File: src/rtl/matrix_pkg.sv
// Shared types and constants for the LED matrix row side.
// Column mirroring lives here so every column consumer folds physical columns the same way.
package matrix_pkg;

  localparam int MATRIX_ROWS  = 7;
  localparam int MATRIX_COLS  = 5;
  localparam int MATRIX_UCOLS = (MATRIX_COLS + 1) / 2;

  typedef logic [MATRIX_ROWS-1:0] row_t;
  typedef logic [1:0]             col_idx_t;

  // Physical column k -> stored column; the right half mirrors the left half.
  function automatic col_idx_t mirror_index(input int k, input int cols = MATRIX_COLS);
    if (k < (cols + 1) / 2) return col_idx_t'(k);
    else                    return col_idx_t'(cols - 1 - k);
  endfunction

endpackage

File: src/rtl/matrix_row_driver_if.sv
// Column-write channel from the display controller into the row driver shadow buffer.
interface matrix_row_driver_if
  import matrix_pkg::*;
#(
  parameter int ROWS = MATRIX_ROWS
) ();

  logic            wr_valid;
  logic            wr_ready;
  col_idx_t        wr_index;
  logic [ROWS-1:0] wr_data;
  logic            wr_last;

  modport master (output wr_valid, wr_index, wr_data, wr_last, input  wr_ready);
  modport slave  (input  wr_valid, wr_index, wr_data, wr_last, output wr_ready);

endinterface

File: src/rtl/onehot_to_index.sv
// Folds a one-hot physical column select into {valid, stored column index}.
module onehot_to_index
  import matrix_pkg::*;
#(
  parameter int COLS = MATRIX_COLS
) (
  input  logic [COLS-1:0] col,
  output logic            o_valid,
  output col_idx_t        o_index
);

  always_comb begin
    // NOTE: every output gets a default before the loop so no latch is inferred.
    o_valid = $onehot(col);
    o_index = '0;
    for (int k = 0; k < COLS; k++) begin
      if (col[k]) o_index = mirror_index(k, COLS);
    end
  end

endmodule

File: src/rtl/matrix_row_driver.sv
// Double-buffered row driver for the mirrored LED matrix; images swap only at frame boundaries.
// Optional blink gating is built when MATRIX_ROW_DRIVER_BLINK_EN is defined.
module matrix_row_driver
  import matrix_pkg::*;
#(
  parameter int ROWS         = MATRIX_ROWS,
  parameter int COLS         = MATRIX_COLS,
  parameter int BLINK_FRAMES = 32
) (
  input  logic                clock,
  input  logic                reset,
  input  logic [COLS-1:0]     col,
  matrix_row_driver_if.slave  wr,
  output logic                swap_pending,
  output logic [ROWS-1:0]     rows,
  output logic                col_error,
  input  logic                blink
);

  localparam int       U     = (COLS + 1) / 2;
  localparam col_idx_t U_IDX = col_idx_t'(U);

  logic [ROWS-1:0] r_active [U];
  logic [ROWS-1:0] r_shadow [U];
  logic [COLS-1:0] r_col_prev;
  logic            r_swap_pending;
  logic [ROWS-1:0] r_rows;
  logic            r_col_error;

  logic            w_valid;
  col_idx_t        w_index;
  logic            w_boundary;
  logic            w_wr_fire;
  logic            w_swap;
  logic            w_blank;
  logic [ROWS-1:0] w_row;

  onehot_to_index #(.COLS(COLS)) u_col_map (
    .col     (col),
    .o_valid (w_valid),
    .o_index (w_index)
  );

  assign w_boundary = r_col_prev[0] & col[COLS-1];
  assign w_wr_fire  = wr.wr_valid & wr.wr_ready;
  assign w_swap     = w_boundary & r_swap_pending;
  // The swapping cycle already shows the new image, so bypass the active buffer.
  assign w_row      = w_swap ? r_shadow[w_index] : r_active[w_index];

  assign wr.wr_ready  = ~r_swap_pending;
  assign swap_pending = r_swap_pending;
  assign rows         = r_rows;
  assign col_error    = r_col_error;

`ifdef MATRIX_ROW_DRIVER_BLINK_EN
  localparam int FW = (BLINK_FRAMES > 1) ? $clog2(BLINK_FRAMES) : 1;

  logic [FW-1:0] r_frame;
  logic          r_phase;

  always_ff @(posedge clock or negedge reset) begin
    if (!reset) begin
      r_frame <= '0;
      r_phase <= 1'b0;
    end else if (w_boundary) begin
      if (r_frame == FW'(BLINK_FRAMES - 1)) begin
        r_frame <= '0;
        r_phase <= ~r_phase;
      end else begin
        r_frame <= r_frame + 1'b1;
      end
    end
  end

  assign w_blank = blink & r_phase;
`else
  logic w_unused;
  assign w_unused = blink | (BLINK_FRAMES < 1);
  assign w_blank  = 1'b0;
`endif

  always_ff @(posedge clock or negedge reset) begin
    if (!reset) begin
      // NOTE: both image buffers are reset on purpose; a reset must leave the display blank.
      for (int i = 0; i < U; i++) begin
        r_active[i] <= '0;
        r_shadow[i] <= '0;
      end
      r_col_prev     <= '0;
      r_swap_pending <= 1'b0;
      r_rows         <= '0;
      r_col_error    <= 1'b0;
    end else begin
      // NOTE: non-blocking assignments so every register samples pre-edge values.
      r_col_prev  <= col;
      r_col_error <= ~w_valid;
      r_rows      <= (w_valid && !w_blank) ? w_row : '0;

      if (w_swap) begin
        for (int i = 0; i < U; i++) r_active[i] <= r_shadow[i];
        r_swap_pending <= 1'b0;
      end else if (w_wr_fire && wr.wr_last) begin
        r_swap_pending <= 1'b1;
      end

      if (w_wr_fire && (wr.wr_index < U_IDX)) r_shadow[wr.wr_index] <= wr.wr_data;
    end
  end

endmodule

File: src/flat_wrapper.sv
// flat-port wrapper written by rule: the top's interface ports become plain ports
module matrix_row_driver_flat import matrix_pkg::*;
#(
  parameter int ROWS         = MATRIX_ROWS,
  parameter int COLS         = MATRIX_COLS,
  parameter int BLINK_FRAMES = 32
)
  (clock, reset, col, swap_pending, rows, col_error, blink, wr_wr_valid, wr_wr_index, wr_wr_data, wr_wr_last, wr_wr_ready);
  matrix_row_driver_if #(.ROWS(ROWS)) wr_i ();
  input  logic clock;
  input  logic reset;
  input  logic [COLS-1:0] col;
  output logic swap_pending;
  output logic [ROWS-1:0] rows;
  output logic col_error;
  input  logic blink;
  input wire logic [$bits(wr_i.wr_valid)-1:0] wr_wr_valid;
  input wire logic [$bits(wr_i.wr_index)-1:0] wr_wr_index;
  input wire logic [$bits(wr_i.wr_data)-1:0] wr_wr_data;
  input wire logic [$bits(wr_i.wr_last)-1:0] wr_wr_last;
  output wire logic [$bits(wr_i.wr_ready)-1:0] wr_wr_ready;
  assign wr_i.wr_valid = wr_wr_valid;
  assign wr_i.wr_index = wr_wr_index;
  assign wr_i.wr_data = wr_wr_data;
  assign wr_i.wr_last = wr_wr_last;
  assign wr_wr_ready = wr_i.wr_ready;
  matrix_row_driver #(.ROWS(ROWS), .COLS(COLS), .BLINK_FRAMES(BLINK_FRAMES)) u_core (.clock(clock), .reset(reset), .col(col), .wr(wr_i), .swap_pending(swap_pending), .rows(rows), .col_error(col_error), .blink(blink));
endmodule
File: config.mk
export PLATFORM = sky130hd
export DESIGN_NAME = matrix_row_driver_flat
export DESIGN_NICKNAME = d
export VERILOG_FILES = /design/src/rtl/matrix_pkg.sv /design/src/rtl/matrix_row_driver_if.sv /design/src/rtl/onehot_to_index.sv /design/src/rtl/matrix_row_driver.sv /design/src/flat_wrapper.sv
export SDC_FILE = /design/constraint.sdc
export NUM_CORES = 1
export LEC_CHECK = 0
export ABC_AREA = 1
export BUFFER_PORTS_ARGS = -buffer_cell sky130_fd_sc_hd__clkbuf_2
export CORE_ASPECT_RATIO = 0.9
export CORE_UTILIZATION = 40
export CTS_CLUSTER_DIAMETER = 60
export DETAILED_ROUTE_END_ITERATION = 16
export GPL_TIMING_DRIVEN = 1
export PLACE_DENSITY = 0.58
export SLEW_MARGIN = 20
export SYNTH_ARGS = -nofsm -noshare
export SYNTH_HDL_FRONTEND = slang
export SYNTH_SLANG_ARGS = --single-unit
export TNS_END_PERCENT = 30
File: constraint.sdc
create_clock -name clock -period 2.07 [get_ports clock]
set_input_delay 0.3105 -clock clock [delete_from_list [all_inputs] [get_ports clock]]
set_output_delay 0.3105 -clock clock [all_outputs]
set_load 0.01 [all_outputs]
==> flow_summary.yaml <==
run_status:
  status: "finished, violations left"
  violations: "negative setup slack"
placement:
  dp_slack_ns: -0.370
  place_area_um2: 2450
  place.port_buffers: 27
  dpl.cell_count: 345
  dp_hpwl_mm: 2.87
  place.gp.congestion: 0.708
critical_path:
  slowest_stage: "fa_1"
  path_depth: 10
  r2r_end: "u_core.r_shadow[5]"
  crit_path_start: "col[1]"
  start_kind: "input port"
  ff2ff_path_depth: 5
  critPathTopFamily: "adder cells"
  crit_top_cell: "fa_1"
  r2r_slack_ns: 0.63
  cp-endpoint: "u_core.rows[4]"
  r2r_start: "u_core.swap_pending"
  worst-endpoint-arrival_ns: 2.34
  critical_path_class: "input port to register"
  required_ns: 2.29
  path_max_fanout: 7
  end_kind: "register"
  critical_path_buf_inv_count: 3
  critical-path-max-stage-delay_ns: 0.49
  cp_cell_sequence: "buf_8 > ha_4 > inv_2 > fa_1 > inv_1 > ha_2 > fa_1 > nor3_4 > o21ai_1 > nor2_1"
layout:
  fin_area_um2: 2590
  areaGrowthSynthToFinish_pct: 18.0
  stdcell_count: 353
  fillers: 535
  drive_above_1_share_pct: 17.5
  multi_input_area_um2: 722
  utilization_pct: 49.1
  nNetsFinal: 308
  antenna_cells: 0
  seq_area_um2: 1300
sta:
  fin_crit_sh_pct: 102
  worst_pin_slew_ns: 0.640
  slew_headroom_pct: 57.4
  fin_crit_ns: 2.12
  finClkSkew_ns: 0.0114
  slew_viol_final: 0
  rsz0062_at_grt: "yes"
  worst_hold_slack_ns: 0.109
  max_freq_ghz: 0.473
  tns_ns: -0.125
  fin_ws_ns: -0.0459
  setup_viol: 7
  hold_viol: 0
floorplanning:
  die_width_um: 80.1
  design.core.area_um2: 5290
  die_y_um: 72.3
  ios: 29
  die_area_um2: 5800
  start_util_pct: 41.6
  row_count: 25
global_routing:
  grt_start_max_net_pins: 53
  antenna_found_initial: 0
  grt_remaining_overflow: 0
  grt_pass1_vias: 1491
  track_usage_pct: 16.0
  grt_pass1_wl_mm: 6.96
power:
  p_int_mw: 1.98
  switchingPower_mw: 0.836
  pwr-share-clk_pct: 25.5
  peakVddDrop_mv: 0.601
  p_seq_share_pct: 52.7
  fin_total_pwr_mw: 2.81
  comb_power_share_pct: 21.8
  pwr_density_cell_nw_per_um2: 1080
  p_sw_share_pct: 29.7
  p_leak_nw: 1.42
synthesis:
  yosysSeqAreaShare_pct: 59.2
  synth.avg_cell_area_um2: 8.76
  syn_area_um2: 2200
  ys_top_cells_by_area: "dfrtp_1 (59%), nand2_1 (14%), o21ai_0 (7.5%)"
  synth_seq_cells: 52
  syn_nets: 274
  synth_top_area_cell: "dfrtp_1"
  post_synth_num_cell_types: 18
  yosys_warnings: 0
  synth_top_area_share_pct: 59.2
  syn_inst: 251
route:
  drc: 0
  via_per_inst: 4.39
  wl_per_cell_um: 11.0
  via_count: 1548
  wirelength_mm: 3.90
  drt_iter0_markers: 101
  ant_nets: 0
  drtPass1Iterations: 4
clock_tree:
  cts_made_buffers: 5
  cts_tree: "built"
  hold_buffers: 0
  cts_buffer_depth: 2
  clkTransAtPathRegs_ns: 0.10
  clock_latency_ns: 0.30
  post-cts-setup-buffers: 0
  htree_levels: 2
  cts_root_buffer: "clkbuf_8"
  cts.sinks: 52
job:
  cap_violations: 0
hold_path:
  hp-class: "input port to asynchronous set/reset pin"
how the worst min path moves through the flow:
stage                       startpoint              endpoint  slack (ns)
floorplan                        reset      u_core.col_error        0.01
global placement    u_core.r_active[0]    u_core.r_active[0]        0.46
detailed placement               reset        u_core.rows[3]        0.47
CTS                              reset   u_core.r_shadow[14]        0.14
global route                    col[0]  u_core.r_col_prev[0]         0.1
finish                           reset   u_core.r_active[18]        0.11
registers in the layout, summed over array words and instances (netlist names):
name	cells
u_core.r_col_prev	1
u_core.r_active	21
u_core.rows	7
u_core.swap_pending	1
u_core.r_shadow	21
u_core.col_error	1
what timing repair did:
action / CTS / global route
gates resized for setup: 2 / 2
pin swaps: 1 / 1
endpoints found under the setup margin: 7 / 8
cell type report:
| class | instances | area share (%) |
|---|---|---|
| inverter | 44 | 6.37 |
| multi-input combinational | 149 | 27.8 |
| clock inverter | 2 | 1.50 |
| timing repair buffer | 33 | 7.72 |
| sequential | 52 | 50.2 |
| clock buffer | 6 | 3.18 |
| tap | 67 | 3.23 |
synth_stat cells:
cell type   n
nand2_1    81
dfrtp_1    52
inv_1      43
o21ai_0    33
nor2_1     15
buf_2       5
o21ai_2     4
nand4_1     3
a21oi_1     2
fa_1        2
ha_1        2
nand3_1     2
o21ai_1     2
and2_1      1
buf_6       1
clkinv_1    1
nand3_2     1
nor3_1      1
layout by cell type, fill, tap and decap left out, types with 3 or more instances in the layout:
cell type and n:
o21ai_1 8, nand2_1 81, nor2_1 15, clkbuf_8 6, buf_4 6, dfrtp_1 52
inv_1 42, o21ai_0 27, clkbuf_2 25, o21ai_2 4, nand4_1 3
cells by family (layout without fill, tap and decap cells):
group / Yosys count / after routing / share of synthesized area, %
buffers and inverters: 50 / 85 / 9.16
AOI/OAI and AO/OA: 41 / 41 / 10.0
and+or+nand+nor: 104 / 104 / 18.7
DFF: 52 / 52 / 59.2
adders and majority gates: 4 / 4 / 2.96
power groups by stage:
stage,combinational [mW],sequential (mW),clock (mW)
3_3_place_gp,0.600,1.50,0
4_1_cts,0.624,1.48,0.743
3_5_place_dp,0.618,1.51,0
2_1_floorplan,0.440,1.48,0
6_report,0.612,1.48,0.719
5_1_grt,0.744,1.53,0.781
routing by layer:
metal / GRT usage, % / vias up / routed length (um)
met5: 0 / - / 0
met4: 5.56 / 0 / 26
met3: 3.77 / 2 / 146
met2: 21.7 / 26 / 1590
met1: 24.7 / 686 / 2130
li1: - / 834 / -
(Power assumes the default switching activity.)
